[src/rtl/audio_block_packer_if.sv]
// Byte-stream input and block-stream output of the audio block packer.
// slave = packer side, master = source/cipher side.
interface audio_block_packer_if #(
  parameter int BLOCK_BYTES = 8
);
  localparam int BW = $clog2(BLOCK_BYTES + 1);

  logic [7:0]               audio_data;
  logic                     audio_valid;
  logic                     audio_last;
  logic                     audio_ready;
  logic [8*BLOCK_BYTES-1:0] block_data;
  logic                     block_valid;
  logic                     block_ready;
  logic                     block_last;
  logic [BW-1:0]            block_bytes;

  modport slave (
    input  audio_data, audio_valid, audio_last, block_ready,
    output audio_ready, block_data, block_valid, block_last, block_bytes
  );

  modport master (
    output audio_data, audio_valid, audio_last, block_ready,
    input  audio_ready, block_data, block_valid, block_last, block_bytes
  );
endinterface

[src/rtl/audio_block_packer.sv]
// Packs 8-bit audio samples into BLOCK_BYTES-wide cipher blocks, first byte
// in the most significant lane, padding a short final block with PAD_BYTE.
module audio_block_packer #(
  parameter int          BLOCK_BYTES = 8,
  parameter logic [7:0]  PAD_BYTE    = 8'h00
) (
  input  logic clk,
  input  logic rst_n,
  audio_block_packer_if.slave pk
);
  localparam int CW = $clog2(BLOCK_BYTES);
  localparam int BW = $clog2(BLOCK_BYTES + 1);
  localparam logic [CW-1:0] CNT_MAX = CW'(BLOCK_BYTES - 1);

  typedef enum logic [1:0] {FILL, PAD, HOLD} state_t;

  state_t                   state_reg;
  logic [CW-1:0]            cnt_reg;
  logic [8*BLOCK_BYTES-1:0] data_reg;
  logic [8*BLOCK_BYTES-1:0] data_next;
  logic                     valid_reg;
  logic                     last_reg;
  logic [BW-1:0]            bytes_reg;
  logic                     ready_reg;

  logic                     accept;
  logic                     write_en;
  logic [7:0]               write_byte;
  logic [BLOCK_BYTES-1:0]   lane_sel;

  assign accept     = (state_reg == FILL) && pk.audio_valid && ready_reg;
  assign write_en   = accept || (state_reg == PAD);
  assign write_byte = (state_reg == PAD) ? PAD_BYTE : pk.audio_data;

  // Lane gi holds the byte written at count BLOCK_BYTES-1-gi.
  for (genvar gi = 0; gi < BLOCK_BYTES; gi++) begin : g_lane
    assign lane_sel[gi] = write_en && (cnt_reg == CW'(BLOCK_BYTES - 1 - gi));
  end

  always_comb begin
    data_next = data_reg;
    for (int i = 0; i < BLOCK_BYTES; i++) begin
      if (lane_sel[i]) data_next[8*i +: 8] = write_byte;
    end
  end

  always_ff @(posedge clk or negedge rst_n) begin
    if (!rst_n) begin
      state_reg <= FILL;
      cnt_reg   <= '0;
      data_reg  <= '0;
      valid_reg <= 1'b0;
      last_reg  <= 1'b0;
      bytes_reg <= '0;
      ready_reg <= 1'b0;
    end else begin
      data_reg <= data_next;
      case (state_reg)
        FILL: begin
          ready_reg <= 1'b1;
          if (accept) begin
            if (cnt_reg == CNT_MAX) begin
              state_reg <= HOLD;
              valid_reg <= 1'b1;
              last_reg  <= pk.audio_last;
              bytes_reg <= BW'(BLOCK_BYTES);
              ready_reg <= 1'b0;
            end else if (pk.audio_last) begin
              state_reg <= PAD;
              last_reg  <= 1'b1;
              bytes_reg <= BW'(cnt_reg) + BW'(1);
              cnt_reg   <= cnt_reg + 1'b1;
              ready_reg <= 1'b0;
            end else begin
              cnt_reg <= cnt_reg + 1'b1;
            end
          end
        end
        PAD: begin
          // Count stays at the top lane through HOLD; the take clears it.
          if (cnt_reg == CNT_MAX) begin
            state_reg <= HOLD;
            valid_reg <= 1'b1;
          end else begin
            cnt_reg <= cnt_reg + 1'b1;
          end
        end
        HOLD: begin
          if (pk.block_ready) begin
            state_reg <= FILL;
            cnt_reg   <= '0;
            valid_reg <= 1'b0;
            last_reg  <= 1'b0;
            ready_reg <= 1'b1;
          end
        end
        default: begin
          state_reg <= FILL;
          ready_reg <= 1'b1;
        end
      endcase
    end
  end

  assign pk.audio_ready = ready_reg;
  assign pk.block_data  = data_reg;
  assign pk.block_valid = valid_reg;
  assign pk.block_last  = last_reg;
  assign pk.block_bytes = bytes_reg;
endmodule

[src/flat_wrapper.sv]
// flat-port wrapper written by rule: the top's interface ports become plain ports
module audio_block_packer_flat 
#(
  parameter int          BLOCK_BYTES = 8,
  parameter logic [7:0]  PAD_BYTE    = 8'h00
)
  (clk, rst_n, pk_audio_data, pk_audio_valid, pk_audio_last, pk_block_ready, pk_audio_ready, pk_block_data, pk_block_valid, pk_block_last, pk_block_bytes);
  audio_block_packer_if #(.BLOCK_BYTES(BLOCK_BYTES)) pk_i ();
  input  logic clk;
  input  logic rst_n;
  input wire logic [$bits(pk_i.audio_data)-1:0] pk_audio_data;
  input wire logic [$bits(pk_i.audio_valid)-1:0] pk_audio_valid;
  input wire logic [$bits(pk_i.audio_last)-1:0] pk_audio_last;
  input wire logic [$bits(pk_i.block_ready)-1:0] pk_block_ready;
  output wire logic [$bits(pk_i.audio_ready)-1:0] pk_audio_ready;
  output wire logic [$bits(pk_i.block_data)-1:0] pk_block_data;
  output wire logic [$bits(pk_i.block_valid)-1:0] pk_block_valid;
  output wire logic [$bits(pk_i.block_last)-1:0] pk_block_last;
  output wire logic [$bits(pk_i.block_bytes)-1:0] pk_block_bytes;
  assign pk_i.audio_data = pk_audio_data;
  assign pk_i.audio_valid = pk_audio_valid;
  assign pk_i.audio_last = pk_audio_last;
  assign pk_i.block_ready = pk_block_ready;
  assign pk_audio_ready = pk_i.audio_ready;
  assign pk_block_data = pk_i.block_data;
  assign pk_block_valid = pk_i.block_valid;
  assign pk_block_last = pk_i.block_last;
  assign pk_block_bytes = pk_i.block_bytes;
  audio_block_packer #(.BLOCK_BYTES(BLOCK_BYTES), .PAD_BYTE(PAD_BYTE)) u_core (.clk(clk), .rst_n(rst_n), .pk(pk_i));
endmodule
[config.mk]
export PLATFORM = sky130hd
export DESIGN_NAME = audio_block_packer_flat
export DESIGN_NICKNAME = d
export VERILOG_FILES = /design/src/rtl/audio_block_packer_if.sv /design/src/rtl/audio_block_packer.sv /design/src/flat_wrapper.sv
export SDC_FILE = /design/constraint.sdc
export NUM_CORES = 1
export LEC_CHECK = 0
export CAP_MARGIN = 20
export CORE_ASPECT_RATIO = 2
export CORE_MARGIN = 2
export CORE_UTILIZATION = 53
export CTS_CLUSTER_DIAMETER = 50
export CTS_CLUSTER_SIZE = 30
export DETAILED_ROUTE_END_ITERATION = 7
export PLACE_DENSITY = 0.9
export REMOVE_ABC_BUFFERS = 1
export SLEW_MARGIN = 20
export SYNTH_ARGS = -nofsm -noshare
export SYNTH_HDL_FRONTEND = slang
export SYNTH_SLANG_ARGS = --single-unit
[constraint.sdc]
create_clock -name clk -period 3.45 [get_ports clk]
set_input_delay 0.345 -clock clk [delete_from_list [all_inputs] [get_ports clk]]
set_output_delay 0.345 -clock clk [all_outputs]
set_load 0.01 [all_outputs]
==> results.yml, run 1 <==
global_route:
  grt_pass1_wl_um: 11500
  antenna_found_initial: 0
  grt_start_max_net_pins: 77
  grtUsageMet3: 0.0647
  grtUsageMet1: 0.258
  grt-ovfl-total: 0
  grt_pass1_vias: 2248
  use_met2: 0.393
  grt_usage: 0.236
  busiest_layer: "met2"
critical_path:
  cp-startpoint: "u_core.state_reg[1]"
  cp_cell_sequence: "inv_1 > ha_1 > a31o_2 > nand2_1 > mux2_2"
  crit_required_ns: 3.67
  r2r-start: "u_core.state_reg[1]"
  worstSetupPathDepth: 5
  end_kind: "register"
  crit_fanout: 14
  slowest_stage: "dfrtp_1"
  arrival_ns: 2.44
  r2r_cells: 5
  slowest_delay_ns: 0.47
  rrSetupSlack_ns: 1.23
  cp-endpoint: "u_core.pk.block_data[39]"
  cp_top_family: "flip-flops"
  cp_num_buf_inv: 1
  path_class: "register to register"
  startpoint_type: "register"
  reg2reg_to: "u_core.pk.block_data[39]"
drt:
  avgRoutedWirePerCell_um: 20.1
  vias: 2091
  viasPerCell: 5.62
  dr.first_iter.drc_count: 63
  drcViolationCount: 0
  first_pass_iters: 4
  routed_wl_um: 7490
  ant_nets: 0
place:
  dp.cells: 356
  gp_congestion: 0.862
  io_buffer_count: 83
  place_ws_ns: 1.25
  dp_hpwl_um: 5410
clock_tree:
  cts-hold-fix-buffers: 0
  numCtsBuffers: 9
  insertion_delay_ns: 0.34
  cts.htree.levels: 3
  cts_resized: 0
  post_cts_buffers: 0
  cts_root_buffer: "clkbuf_16"
  tritoncts: "yes"
  clock-sinks: 76
  path_clk_slew_ns: 0.06
  cts_buffer_depth: 2
final_layout:
  fillers: 403
  n_antenna_cell: 0
  largest_register_ffs: 64
  fin_nets: 327
  area_growth_pct: 33.6
  layoutNonFillerInstCount: 372
  drive_gt1_frac: 0.294
timing:
  hold_ws_ns: 0.143
  slew_violations: 0
  tightest_slew_ns: 0.945
  setup_viol: 0
  rsz0062_at_grt: "no"
  finalCritPeriodShare: 0.645
  min_period_ns: 2.22
  max_freq_ghz: 0.450
  setup_slack_ns: 1.23
  fin_worst_skew_ns: 0.00477
  tns_ns: 0
  hold_viol: 0
  slew_headroom: 0.370
synth:
  syn_inst: 220
  synth.avg_cell_area_um2: 15.0
  synthesis.area_um2: 3310
  ys_ff_latch: 76
  yosysWarnings: 0
  synth_edf_count: 0
  async_flop_share: 1.00
  seq_area_frac_synth: 0.575
  synth.distinct_cells: 35
  ys.flop_type: "dfrtp_1"
power:
  power_mw: 4.54
  leakagePower_nw: 1.95
  peakVddDrop_mv: 0.663
  p_per_area_nw_per_um2: 1030
status:
  status: "completed"
run:
  cap_violations: 0
floorplan:
  io_pins: 84
  die-area_um2: 6930
  core-area_um2: 6010
  num_rows: 40
  fp.dieH_um: 116
  start_util: 0.551
  die_w_um: 59.9
min_path:
  hp-class: "input port to asynchronous set/reset pin"
==> worst register-to-register path: stages (launching register included) <==
cell	delay, ns
dfrtp_1	0.47
inv_1	0.13
ha_1	0.39
a31o_2	0.35
nand2_1	0.37
mux2_2	0.39
==> per-layer routing <==
metal | part of all wire | up-vias
li1 | - | 946
met1 | 0.37 | 1060
met2 | 0.56 | 64
met3 | 0.032 | 21
met4 | 0.038 | 0
met5 | 0 | -
==> cell usage after synthesis, types with 3 or more instances <==
cell type,n,share of area
dfrtp_1,76,0.57
ha_1,10,0.038
and3_4,6,0.020
mux2_4,5,0.023
inv_1,5,0.0057
o21ai_0,3,0.0045
buf_6,8,0.027
nor2b_1,8,0.015
mux2_2,60,0.20
nand2_1,7,0.0079
nor2_1,4,0.0045
==> cells in the final DEF (no fill, tap or decap), drive strengths merged, types with 2 or more instances in the layout <==
cell type / n
clkdlybuf4s50: 82
dfrtp: 76
mux2: 67
clkbuf: 12
ha: 10
nor2b: 9
nand2: 7
and3: 6
inv: 5
nor2: 4
o21ai: 3
nand2b: 2
mux2i: 2
o2bb2ai: 2
clkinv: 2
==> per-stage QoR <==
| step | util | area (µm²) |
|---|---|---|
| final | 0.736 | 4420 |
| after global routing | 0.736 | 4420 |
| after CTS | 0.736 | 4420 |
| after detailed placement | 0.686 | 4120 |
| after global placement | 0.686 | 4120 |
| after floorplan | - | 3210 |
==> layout make-up <==
| class | count | area [µm²] | area share |
|---|---|---|---|
| Clock inverter | 4 | 47.5 | 0.0108 |
| Timing Repair Buffer | 83 | 828 | 0.187 |
| Sequential cell | 76 | 1900 | 0.430 |
| Multi-Input combinational cell | 129 | 1290 | 0.292 |
| Inverter | 5 | 18.8 | 0.00424 |
| Tap cell | 63 | 78.8 | 0.0178 |
| Clock buffer | 12 | 256 | 0.0580 |
==> power breakdown <==
group | internal, mW | leakage (nW) | switching (mW)
Sequential | 1.29 | 0.950 | 0.266
Clock | 0.596 | 0.149 | 0.345
Combinational | 1.18 | 0.853 | 0.852
Total | 3.07 | 1.95 | 1.46
==> worst min path at each step <==
stage | startpoint | to | slack, ns | cells past startpoint
4_1_cts | rst_n | u_core.pk.block_data[61] | 0.19 | 1
6_report | rst_n | u_core.pk.block_data[61] | 0.14 | 1
2_1_floorplan | rst_n | u_core.cnt_reg[0] | 0.05 | 0
3_3_place_gp | u_core.pk.block_bytes[3] | u_core.pk.block_bytes[3] | 0.48 | 2
5_1_grt | rst_n | u_core.pk.block_data[61] | 0.25 | 1
3_5_place_dp | u_core.pk.block_data[1] | u_core.pk.block_data[1] | 0.49 | 1
==> cells by family (layout without fill, tap and decap cells) <==
group	count (synthesis)	count (layout)	share of synthesized area
DFF	76	76	0.575
muxes	69	69	0.240
adders and majority gates	10	10	0.0378
and+or+nand+nor	33	33	0.0658
buffers and inverters	15	104	0.0355
AOI/OAI and AO/OA	17	17	0.0465
No activity file was read; power rests on OpenSTA's default activity.
==> inputs of run 2 (changes only) <==
CORE_UTILIZATION = 44   (was 53)
PLACE_DENSITY = 0.81   (was 0.9)
clock period = 2.04 ns   (was 3.45 ns; I/O delays follow)
==> results.yml, run 2 (synthesized netlist as in run 1, its figures left out) <==
clock_tree:
  cts_buffer_depth: 2
  clock-sinks: 76
  post_cts_buffers: 0
  path_clk_slew_ns: 0.06
  insertion_delay_ns: 0.33
  numCtsBuffers: 9
  cts.htree.levels: 3
  cts_root_buffer: "clkbuf_16"
  tritoncts: "yes"
timing:
  hold_viol: 0
  hold_ws_ns: 0.364
  setup_slack_ns: 0.143
  slew_headroom: 0.563
  setup_viol: 0
  fin_worst_skew_ns: 0.00512
  tns_ns: 0
  max_freq_ghz: 0.527
  tightest_slew_ns: 0.654
  rsz0062_at_grt: "no"
  slew_violations: 0
  finalCritPeriodShare: 0.930
  min_period_ns: 1.90
place:
  place_ws_ns: 0.0973
  placed_area_um2: 4260
  gp_congestion: 0.841
  io_buffer_count: 83
  dp_hpwl_um: 5730
critical_path:
  cp_top_family: "compound AO/OA/AOI/OAI gates"
  cp_cell_sequence: "ha_1 > ha_1 > buf_4 > o2111ai_2 > o31a_1 > o2bb2ai_1"
  end_kind: "register"
  path_class: "register to register"
  crit_fanout: 10
  crit_top_cell: "ha_1"
  slowest_stage: "o2111ai_2"
  cp_num_buf_inv: 1
  crit_required_ns: 2.25
  startpoint_type: "register"
  arrival_ns: 2.11
  slowest_delay_ns: 0.49
floorplan:
  die_w_um: 65.3
  num_rows: 44
  fp.dieH_um: 127
  die-area_um2: 8270
  core-area_um2: 7270
  io_pins: 84
  start_util: 0.455
drt:
  routed_wl_um: 7600
  first_pass_iters: 4
  dr.first_iter.drc_count: 106
  vias: 2162
  drcViolationCount: 0
  viasPerCell: 5.22
  avgRoutedWirePerCell_um: 18.4
  ant_nets: 0
power:
  p_per_area_nw_per_um2: 1720
  leakagePower_nw: 2.03
  peakVddDrop_mv: 0.827
  power_mw: 7.93
global_route:
  grt_pass1_vias: 2368
  use_met2: 0.360
  busiest_layer: "met2"
  grtUsageMet3: 0.0399
  grt_start_max_net_pins: 46
  grt-ovfl-total: 0
  grt_usage: 0.198
  grtUsageMet1: 0.192
  grt_pass1_wl_um: 12000
  antenna_found_initial: 0
final_layout:
  design_area_um2: 4610
  final_cell_mix: "82 x clkdlybuf4s50_1, 76 x dfrtp_1, 60 x mux2_2, 12 x buf_4"
  final_common_cell: "clkdlybuf4s50_1"
  fin_nets: 340
  n_antenna_cell: 0
  largest_register_ffs: 64
  drive_gt1_frac: 0.326
  area_growth_pct: 39.2
min_path:
  hp-class: "input port to asynchronous set/reset pin"
run:
  cap_violations: 0
status:
  status: "completed"
run 2: cell types whose count changed in the layout (fill, tap and decap cells not counted), sizes merged:
cell         change
clkinvlp         +1
buf             +12
bufinv           +1
dlygate4sd3      +1
clkinv           -1
clkbuf           -1
run 2: worst reg2reg max path, delay by kind of cell (launching register included):
kind	cells	cell delay [ns]
AOI/OAI and AO/OA	3	0.75
adders and majority gates	2	0.45
DFF	1	0.40
buffers and inverters	1	0.18
run 2: metrics by stage:
stage,instances,utilization
finish,414,0.634
detailed placement,397,0.586
floorplan,210,-
global route,414,0.634
global placement,397,0.586
CTS,414,0.633
run 2: area by class of cell:
class	instances	area, µm²
inverter	5	18.8
timing repair buffer	96	941
tap	92	115
multi-input combinational	129	1290
clock inverter	5	83.8
clock buffer	11	253
fill	578	2660
sequential	76	1900
run 2: path summary, 6_finish.rpt:
| kind | startpoint | endpoint | slack (ns) | cells after the start |
|---|---|---|---|---|
| worst max-delay path | u_core.cnt_reg[1] | u_core.state_reg[0] | 0.14 | 6 |
| worst min-delay path | rst_n | u_core.pk.block_last | 0.36 | 2 |
| min in group clk | u_core.pk.block_bytes[2] | u_core.pk.block_bytes[2] | 0.48 | 2 |
| max in group asynchronous | rst_n | u_core.pk.block_data[28] | 1.10 | 3 |
| worst min register to register | u_core.pk.block_bytes[2] | u_core.pk.block_bytes[2] | 0.48 | 2 |
| worst max register to register | u_core.cnt_reg[1] | u_core.state_reg[0] | 0.14 | 6 |
run 2: metal layers:
layer / vias up / wire length [µm]
met5: - / 0
met4: 0 / 445
met3: 27 / 253
met2: 72 / 4410
met1: 1089 / 2490
li1: 974 / -
run 2: power by group:
part           internal (mW)  switching (mW)
combinational           2.10            1.49
sequential              2.19           0.418
clock                   1.14           0.599
run 2: repair_timing:
| action | in CTS | in global routing |
|---|---|---|
| gates resized for setup | 0 | 2 |
| hold buffers | 1 | 0 |
| hold endpoints to repair | 31 | 0 |
| endpoints found under the setup margin | 0 | 8 |
